File: src/rtl/sobel_pkg.sv
// rtl/sobel_pkg.sv - shared encodings and width helpers for the streaming Sobel filter
package sobel_pkg;

  typedef enum logic [1:0] {
    MODE_SUM  = 2'd0,
    MODE_GX   = 2'd1,
    MODE_GY   = 2'd2,
    MODE_PASS = 2'd3
  } mode_e;

  typedef enum logic {
    RUN   = 1'b0,
    FLUSH = 1'b1
  } state_e;

  localparam int GRAD_EXTRA = 3;
  localparam int MAG_EXTRA  = 4;

  function automatic int grad_w(input int pix_w);
    return pix_w + GRAD_EXTRA;
  endfunction

  function automatic int mag_w(input int pix_w);
    return pix_w + MAG_EXTRA;
  endfunction

endpackage

File: src/rtl/sobel_line_buffer.sv
// rtl/sobel_line_buffer.sv - enabled shift-register delay line, one image row deep
module sobel_line_buffer #(
  parameter int WIDTH = 8,
  parameter int DEPTH = 32
) (
  input  logic             clk,
  input  logic             rst,
  input  logic             en,
  input  logic [WIDTH-1:0] din,
  output logic [WIDTH-1:0] dout
);

  logic [WIDTH-1:0] taps [DEPTH];

  always_ff @(posedge clk or posedge rst) begin
    if (rst) begin
      for (int i = 0; i < DEPTH; i++) taps[i] <= '0;
    end else if (en) begin
      taps[0] <= din;
      for (int i = 1; i < DEPTH; i++) taps[i] <= taps[i-1];
    end
  end

  assign dout = taps[DEPTH-1];

endmodule

File: src/rtl/sobel_stream.sv
// rtl/sobel_stream.sv - streaming 3x3 Sobel edge detector with backpressure and end-of-frame flush
module sobel_stream
  import sobel_pkg::*;
#(
  parameter int IMG_W = 32,
  parameter int IMG_H = 32,
  parameter int PIX_W = 8,
  parameter int SHIFT = 1
) (
  input  logic             clk,
  input  logic             rst,
  input  logic [1:0]       mode,
  input  logic             in_valid,
  output logic             in_ready,
  input  logic [PIX_W-1:0] in_data,
  output logic             out_valid,
  input  logic             out_ready,
  output logic [PIX_W-1:0] out_data,
  output logic             out_last,
  output logic             busy
);

  localparam int GRAD_W    = grad_w(PIX_W);
  localparam int MAG_W     = mag_w(PIX_W);
  localparam int TOTAL     = IMG_W * IMG_H;
  localparam int ADV_TOTAL = TOTAL + IMG_W + 1;
  localparam int CNT_W     = $clog2(ADV_TOTAL + 1);
  localparam int ROW_W     = $clog2(IMG_H + 1);
  localparam int COL_W     = $clog2(IMG_W);

  state_e             state_q, state_d;
  mode_e              mode_q;
  logic               ready_en;
  logic [CNT_W-1:0]   in_cnt;
  logic [ROW_W-1:0]   orow;
  logic [COL_W-1:0]   ocol;
  logic               adv, accept, produce, frame_done;
  logic [PIX_W-1:0]   push_pix, lb0_out, lb1_out;
  logic [PIX_W-1:0]   win  [3][3];
  logic [PIX_W-1:0]   nwin [3][3];
  logic [PIX_W-1:0]   col_new [3];

  always_ff @(posedge clk or posedge rst) begin
    if (rst) state_q <= RUN;
    else     state_q <= state_d;
  end

  always_comb begin
    state_d  = state_q;
    in_ready = 1'b0;
    busy     = 1'b0;
    adv      = 1'b0;
    accept   = 1'b0;
    case (state_q)
      RUN: begin
        in_ready = ready_en && (!out_valid || out_ready);
        accept   = in_ready && in_valid;
        adv      = accept;
        if (accept && in_cnt == CNT_W'(TOTAL - 1)) state_d = FLUSH;
      end
      FLUSH: begin
        busy = 1'b1;
        // stop advancing once the last output has been produced
        adv  = (in_cnt != CNT_W'(ADV_TOTAL)) && (!out_valid || out_ready);
        if (out_valid && out_ready && out_last) state_d = RUN;
      end
      default: state_d = RUN;
    endcase
  end

  assign produce    = adv && (state_q == FLUSH || in_cnt >= CNT_W'(IMG_W + 1));
  assign frame_done = (state_q == FLUSH) && out_valid && out_ready && out_last;
  assign push_pix   = (state_q == RUN) ? in_data : '0;

  sobel_line_buffer #(.WIDTH(PIX_W), .DEPTH(IMG_W)) u_lb0 (
    .clk  (clk),
    .rst  (rst),
    .en   (adv),
    .din  (push_pix),
    .dout (lb0_out)
  );

  sobel_line_buffer #(.WIDTH(PIX_W), .DEPTH(IMG_W)) u_lb1 (
    .clk  (clk),
    .rst  (rst),
    .en   (adv),
    .din  (lb0_out),
    .dout (lb1_out)
  );

  // result is computed from the window as it will be after this advance
  always_comb begin
    col_new[0] = lb1_out;
    col_new[1] = lb0_out;
    col_new[2] = push_pix;
    for (int r = 0; r < 3; r++) begin
      nwin[r][0] = win[r][1];
      nwin[r][1] = win[r][2];
      nwin[r][2] = col_new[r];
    end
  end

  always_ff @(posedge clk or posedge rst) begin
    if (rst) begin
      for (int r = 0; r < 3; r++)
        for (int c = 0; c < 3; c++) win[r][c] <= '0;
    end else if (frame_done) begin
      for (int r = 0; r < 3; r++)
        for (int c = 0; c < 3; c++) win[r][c] <= '0;
    end else if (adv) begin
      for (int r = 0; r < 3; r++)
        for (int c = 0; c < 3; c++) win[r][c] <= nwin[r][c];
    end
  end

  always_ff @(posedge clk or posedge rst) begin
    if (rst) begin
      ready_en <= 1'b0;
      in_cnt   <= '0;
      orow     <= '0;
      ocol     <= '0;
      mode_q   <= MODE_SUM;
    end else begin
      ready_en <= 1'b1;
      if (frame_done) begin
        in_cnt <= '0;
        orow   <= '0;
        ocol   <= '0;
      end else if (adv) begin
        in_cnt <= in_cnt + 1'b1;
        if (accept && in_cnt == '0) mode_q <= mode_e'(mode);
        if (produce) begin
          if (ocol == COL_W'(IMG_W - 1)) begin
            ocol <= '0;
            orow <= orow + 1'b1;
          end else begin
            ocol <= ocol + 1'b1;
          end
        end
      end
    end
  end

  function automatic logic signed [GRAD_W-1:0] ext(input logic [PIX_W-1:0] p);
    return $signed({{GRAD_EXTRA{1'b0}}, p});
  endfunction

  logic signed [GRAD_W-1:0] gx, gy, gx_abs, gy_abs;
  logic [MAG_W-1:0]         mag, mag_sh;
  logic [PIX_W-1:0]         sat, result;
  logic                     border;

  always_comb begin
    gx = (ext(nwin[0][2]) + (ext(nwin[1][2]) <<< 1) + ext(nwin[2][2]))
       - (ext(nwin[0][0]) + (ext(nwin[1][0]) <<< 1) + ext(nwin[2][0]));
    gy = (ext(nwin[2][0]) + (ext(nwin[2][1]) <<< 1) + ext(nwin[2][2]))
       - (ext(nwin[0][0]) + (ext(nwin[0][1]) <<< 1) + ext(nwin[0][2]));
    gx_abs = gx[GRAD_W-1] ? -gx : gx;
    gy_abs = gy[GRAD_W-1] ? -gy : gy;
    case (mode_q)
      MODE_SUM: mag = {1'b0, gx_abs} + {1'b0, gy_abs};
      MODE_GX:  mag = {1'b0, gx_abs};
      MODE_GY:  mag = {1'b0, gy_abs};
      default:  mag = '0;
    endcase
    mag_sh = mag >> SHIFT;
    sat    = (|mag_sh[MAG_W-1:PIX_W]) ? {PIX_W{1'b1}} : mag_sh[PIX_W-1:0];
    border = (orow == '0) || (orow == ROW_W'(IMG_H - 1)) ||
             (ocol == '0) || (ocol == COL_W'(IMG_W - 1));
    if (mode_q == MODE_PASS) result = nwin[1][1];
    else if (border)         result = '0;
    else                     result = sat;
  end

  always_ff @(posedge clk or posedge rst) begin
    if (rst) begin
      out_valid <= 1'b0;
      out_data  <= '0;
      out_last  <= 1'b0;
    end else if (produce) begin
      out_valid <= 1'b1;
      out_data  <= result;
      out_last  <= (orow == ROW_W'(IMG_H - 1)) && (ocol == COL_W'(IMG_W - 1));
    end else if (out_ready) begin
      out_valid <= 1'b0;
      out_last  <= 1'b0;
    end
  end

endmodule

File: config.mk
export PLATFORM = sky130hd
export DESIGN_NAME = sobel_stream
export DESIGN_NICKNAME = d
export VERILOG_FILES = /design/src/rtl/sobel_pkg.sv /design/src/rtl/sobel_line_buffer.sv /design/src/rtl/sobel_stream.sv
export SDC_FILE = /design/constraint.sdc
export NUM_CORES = 2
export LEC_CHECK = 0
export CELL_PAD_IN_SITES_DETAIL_PLACEMENT = 0
export CELL_PAD_IN_SITES_GLOBAL_PLACEMENT = 1
export CORE_AREA = 4 4 250 252
export DETAILED_ROUTE_END_ITERATION = 10
export DIE_AREA = 0 0 254 256
export GPL_TIMING_DRIVEN = 0
export MAX_ROUTING_LAYER = met4
export PLACE_DENSITY_LB_ADDON = 0.1
export SYNTH_ARGS = -nofsm -noshare
export SYNTH_HDL_FRONTEND = slang
export SYNTH_SLANG_ARGS = --single-unit
File: constraint.sdc
create_clock -name clk -period 19.3 [get_ports clk]
set_input_delay 2.895 -clock clk [delete_from_list [all_inputs] [get_ports clk]]
set_output_delay 2.895 -clock clk [all_outputs]
set_load 0.01 [all_outputs]
==> Implementation_results.wiki <==
{| class="wikitable"
! Metric !! Value
|-
| Post-route antenna net violation count || 0
|-
| Post-detailed-placement cell area || ~28000 sq um
|-
| Post-DP HPWL || around 41000 microns
|-
| Commonest non-fill, non-tap cell in the layout || nand2_1
|-
| Average wire per standard cell || approximately 15 microns
|-
| Crit path setup slack, layout || just over 10000 ps
|-
| Weighted congestion reported at the end of routability-driven placement || roughly 0.86
|-
| Library cell occupying the most area in the post-synthesis netlist || dfrtp_1
|-
| Net switching component of the power || ~1.3 mW
|-
| Area growth from synthesis to layout || 14.7%
|-
| Share of power burned in registers || 34.6%
|-
| MaxCap Viol Count || 0
|-
| DRC || 0
|-
| Setup slack of the most critical reg-to-reg path || approximately 12000 ps
|-
| # setup viols final || 0
|-
| Post-synthesis sequential element count || between 500 and 600
|-
| Critical path startpoint category || input pin
|-
| Cell types with the largest area share after synthesis || dfrtp_1 (57%), nand2_1 (23%), fa_1 (4.8%), ha_1 (2.1%), inv_1 (1.7%)
|-
| Fraction of registers with async set or reset after synthesis || between 90% and 100%
|-
| Total number of H-tree levels || 3
|-
| Switching power share of the total || around a third
|-
| Internal power || 2.66 mW
|-
| Input/output buffers || 25
|-
| Post-route cell area || a little over 30000 sq um
|-
| Leakage power of the design || ~16 nW
|-
| CP top delay family || adder cells
|-
| Initial core utilization || a little over two fifths
|-
| Fraction of the core area covered by cells at the end of the flow || between 50% and 60%
|-
| Clock power frac || 32.7%
|-
| Synth Flop Type || dfrtp_1
|-
| Clock transition at the registers of the reported paths || approximately 60 ps
|-
| Y dimension of the die || approximately 260 microns
|-
| Global-route wire length before repair || 98300 microns
|-
| Die area || 65000 sq um
|-
| Worst reg2reg startpoint || state_q$_DFF_PP0_
|-
| Number of buffers inserted during clock tree synthesis || 67
|-
| Count of cells along the worst register-to-register path || 22
|-
| Width of the die || between 200 and 300 microns
|-
| Post-synth EDFFs || 0
|-
| Post-Synthesis Cell Area || 26300 sq um
|-
| Layout cell share with drive strength beyond 1 || roughly 6.4%
|-
| Final-report max-slew violation count || 0
|-
| First element of the critical path || in_data[2]
|-
| Placeable core area || ~60000 sq um
|-
| Critical Path, Cell by Cell || clkdlybuf4s50_1 -> nor2b_1 -> fa_1 -> fa_1 -> fa_1 -> inv_1 -> fa_1 -> and2b_1 -> o2111ai_1 -> a31o_1 -> a2111oi_0 -> a21oi_1 -> xor2_1 -> ha_1 -> nor4_1 -> nand2b_1 -> a221oi_1 -> a41oi_1 -> or3_1 -> o211a_1 -> a21oi_1 -> a31oi_1
|-
| IO Count || 26
|-
| Worst IR Drop VDD || between 0.15 and 0.2 mV
|-
| Total nets after synthesis || ~3.1k
|-
| Data required time at the worst endpoint || ~20000 ps
|-
| TritonCTS clock tree || yes
|-
| Cell type with the highest occurrence count on the critical path || fa_1
|-
| Hold violation total from the final report || 0
|-
| Transition time at the pin with the least slew margin || between 900 and 1000 ps
|-
| Fill cell total of the finished layout || about 5.7k
|-
| Signal arrival time at the worst endpoint || ~9500 ps
|-
| Worst setup EP type || register
|-
| Cell area power density || between 100 and 150 nW/um^2
|-
| CTS Sinks || between 500 and 600
|-
| Slowest stage delay, CP || between 600 and 700 ps
|-
| Total wire length after detailed routing || just under 60000 microns
|-
| First-pass detailed-route iteration total || 5
|-
| Worst-Skew Late Latency || around 600 ps
|-
| Number of logic stages on the critical path including buffering || 22
|-
| Syn Area/Cell || approximately 8.9 sq um
|-
| CP Buf/Inv Count || 2
|-
| Final period utilization || between 40% and 50%
|-
| Worst setup path end || out_data[4]$_DFFE_PP0P_
|-
| FP Rows || 90
|-
| Category of the most critical setup path || in -> reg
|-
| Instance count of the mapped netlist || about 3.0k
|-
| Pin count of the biggest net entering global routing || 44
|-
| Min Tclk post-route || 9030 ps
|-
| Vias per cell || 4.87
|-
| RSZ-0062 raised after global routing || no
|-
| Outcome || finished, final reports clean
|-
| Number of different library cells in the post-synthesis netlist || 69
|-
| Most frequent cells in the layout || nand2_1 (1633), dfrtp_1 (596), inv_1 (116), clkbuf_1 (95), a21oi_1 (73)
|-
| Overall overflow remaining after global route || 0
|-
| Initial antenna violation count || 1
|-
| Overall global routing resource usage || approximately a fifth
|-
| Max-slew headroom at the worst pin || a little under two fifths
|-
| # Post-CTS Setup Buffers || 0
|-
| Detailed Route Iter0 Violations || approximately 1.1k
|-
| Place WS || ~9800 ps
|-
| CTS Hold Bufs || 0
|-
| Clock Tree Root || clkbuf_16
|-
| Area share of the leading cell type in the synthesized netlist || between 50% and 60%
|-
| Post-route setup TNS || 0 ps
|-
| Worst clock skew on the final layout || roughly 20 ps
|-
| Critical Path Fanout Max || 3
|-
| Endpoint of the worst-slack reg-to-reg timing path || out_data[4]$_DFFE_PP0P_
|-
| Number of buffers on the longest clock path || 3
|-
| Via count of the first global-routing pass || just under 20k
|-
| Via total after detailed routing || around 19k
|-
| Nets@finish || approximately 3.2k
|-
| # resized after CTS || 0
|-
| Proportion of synthesized chip area in sequential cells || between 50% and 60%
|-
| Worst hold path type || reg -> reg
|-
| Warnings, synthesis || 0
|-
| Maximum clock frequency || ~110 MHz
|-
| Critical Path Slowest Stage Cell || a2111oi_0
|-
| Logic pwr share || around a third
|}
## per-stage QoR
step	hold WS, ps	cells	power [mW]
2_1_floorplan	439	2964	2.38
3_3_place_gp	445	3771	2.67
3_5_place_dp	450	3788	2.71
4_1_cts	448	3911	4.04
5_1_grt	466	3913	4.26
6_report	447	3913	4.00
## Yosys cell counts, drive strengths merged, types with 3 or more instances
cell type	number
nand2	1633
dfrtp	596
inv	117
clkbuf	80
a21oi	73
fa	63
buf	57
o21ai	50
ha	44
nor2	39
xor2	24
xnor2	19
nand3	17
a21o	12
or3	10
a211oi	8
nand4	8
nor2b	8
a31oi	7
o21a	7
nor3	5
o211ai	5
or4	5
and2	4
and3	4
nand2b	4
nor3b	4
nor4	4
o21bai	4
o41ai	4
a31o	3
mux4	3
o22ai	3
o31ai	3
or2	3
## worst register-to-register path: cells and delay by family, from the launching register on
kind / cells / cell delay [ps]
xor+xnor: 1 / 210
flops: 1 / 380
simple gates: 5 / 1430
compound gates: 9 / 2100
buf+inv: 2 / 620
fa+ha+maj: 5 / 2220
## routing by layer
metal	vias up	part of all wire [%]	GRT usage, %	routed length, microns
met4	0	2.8	5.26	1600
met2	290	45	28.3	25900
met3	107	4.0	3.43	2330
li1	9427	-	-	-
met5	-	0	-	0
met1	9213	48	26.4	27900
## worst min path at each step
| stage | end | start | depth (start not counted) |
|---|---|---|---|
| 6_report | u_lb0.taps[170]$_DFFE_PP0P_ | u_lb0.taps[178]$_DFFE_PP0P_ | 2 |
| 3_5_place_dp | u_lb1.taps[111]$_DFFE_PP0P_ | u_lb1.taps[119]$_DFFE_PP0P_ | 2 |
| 5_1_grt | u_lb0.taps[170]$_DFFE_PP0P_ | u_lb0.taps[178]$_DFFE_PP0P_ | 2 |
| 3_3_place_gp | u_lb1.taps[135]$_DFFE_PP0P_ | u_lb1.taps[143]$_DFFE_PP0P_ | 2 |
| 4_1_cts | u_lb0.taps[170]$_DFFE_PP0P_ | u_lb0.taps[178]$_DFFE_PP0P_ | 2 |
| 2_1_floorplan | u_lb0.dout[1]$_DFFE_PP0P_ | u_lb0.taps[9]$_DFFE_PP0P_ | 2 |
## flip-flops by register name, indices dropped and copies added, names as in the netlist, 2 cells and up
register	count
mode_q	2
u_lb0.taps	248
out_data	8
u_lb0.dout	8
nwin	48
u_lb1.taps	248
u_lb1.dout	8
ocol	5
orow	6
in_cnt	11
## final cells by class
class	count	area [sq um]	area share, %
repair buffers	43	598	1.98
clock buffers	98	2000	6.62
plain buffers	137	586	1.94
clock inverters	25	294	0.974
diodes	1	2.50	0.00829
inverters	117	443	1.47
well taps	782	978	3.24
multi-input cells	2114	10400	34.4
flip-flops and latches	596	14900	49.4
## kinds of logic after synthesis
logic type / after synthesis / share of synthesized area, %
other: 1 / 0.0142
muxes: 6 / 0.380
xor gates and xnor gates: 43 / 1.43
buffers and inverters: 254 / 3.89
and+or+nand+nor: 1758 / 25.9
adders and majority gates: 107 / 6.88
DFF: 596 / 56.6
AOI/OAI and AO/OA: 199 / 4.81
## power by group through the flow
stage               sequential [mW]  clock, mW  combinational [mW]
finish                         1.39       1.31                1.31
global route                   1.40       1.40                1.46
CTS                            1.39       1.35                1.31
detailed placement             1.41          0                1.30
global placement               1.41          0                1.26
floorplan                      1.40          0               0.982
(Power assumes the default switching activity.)
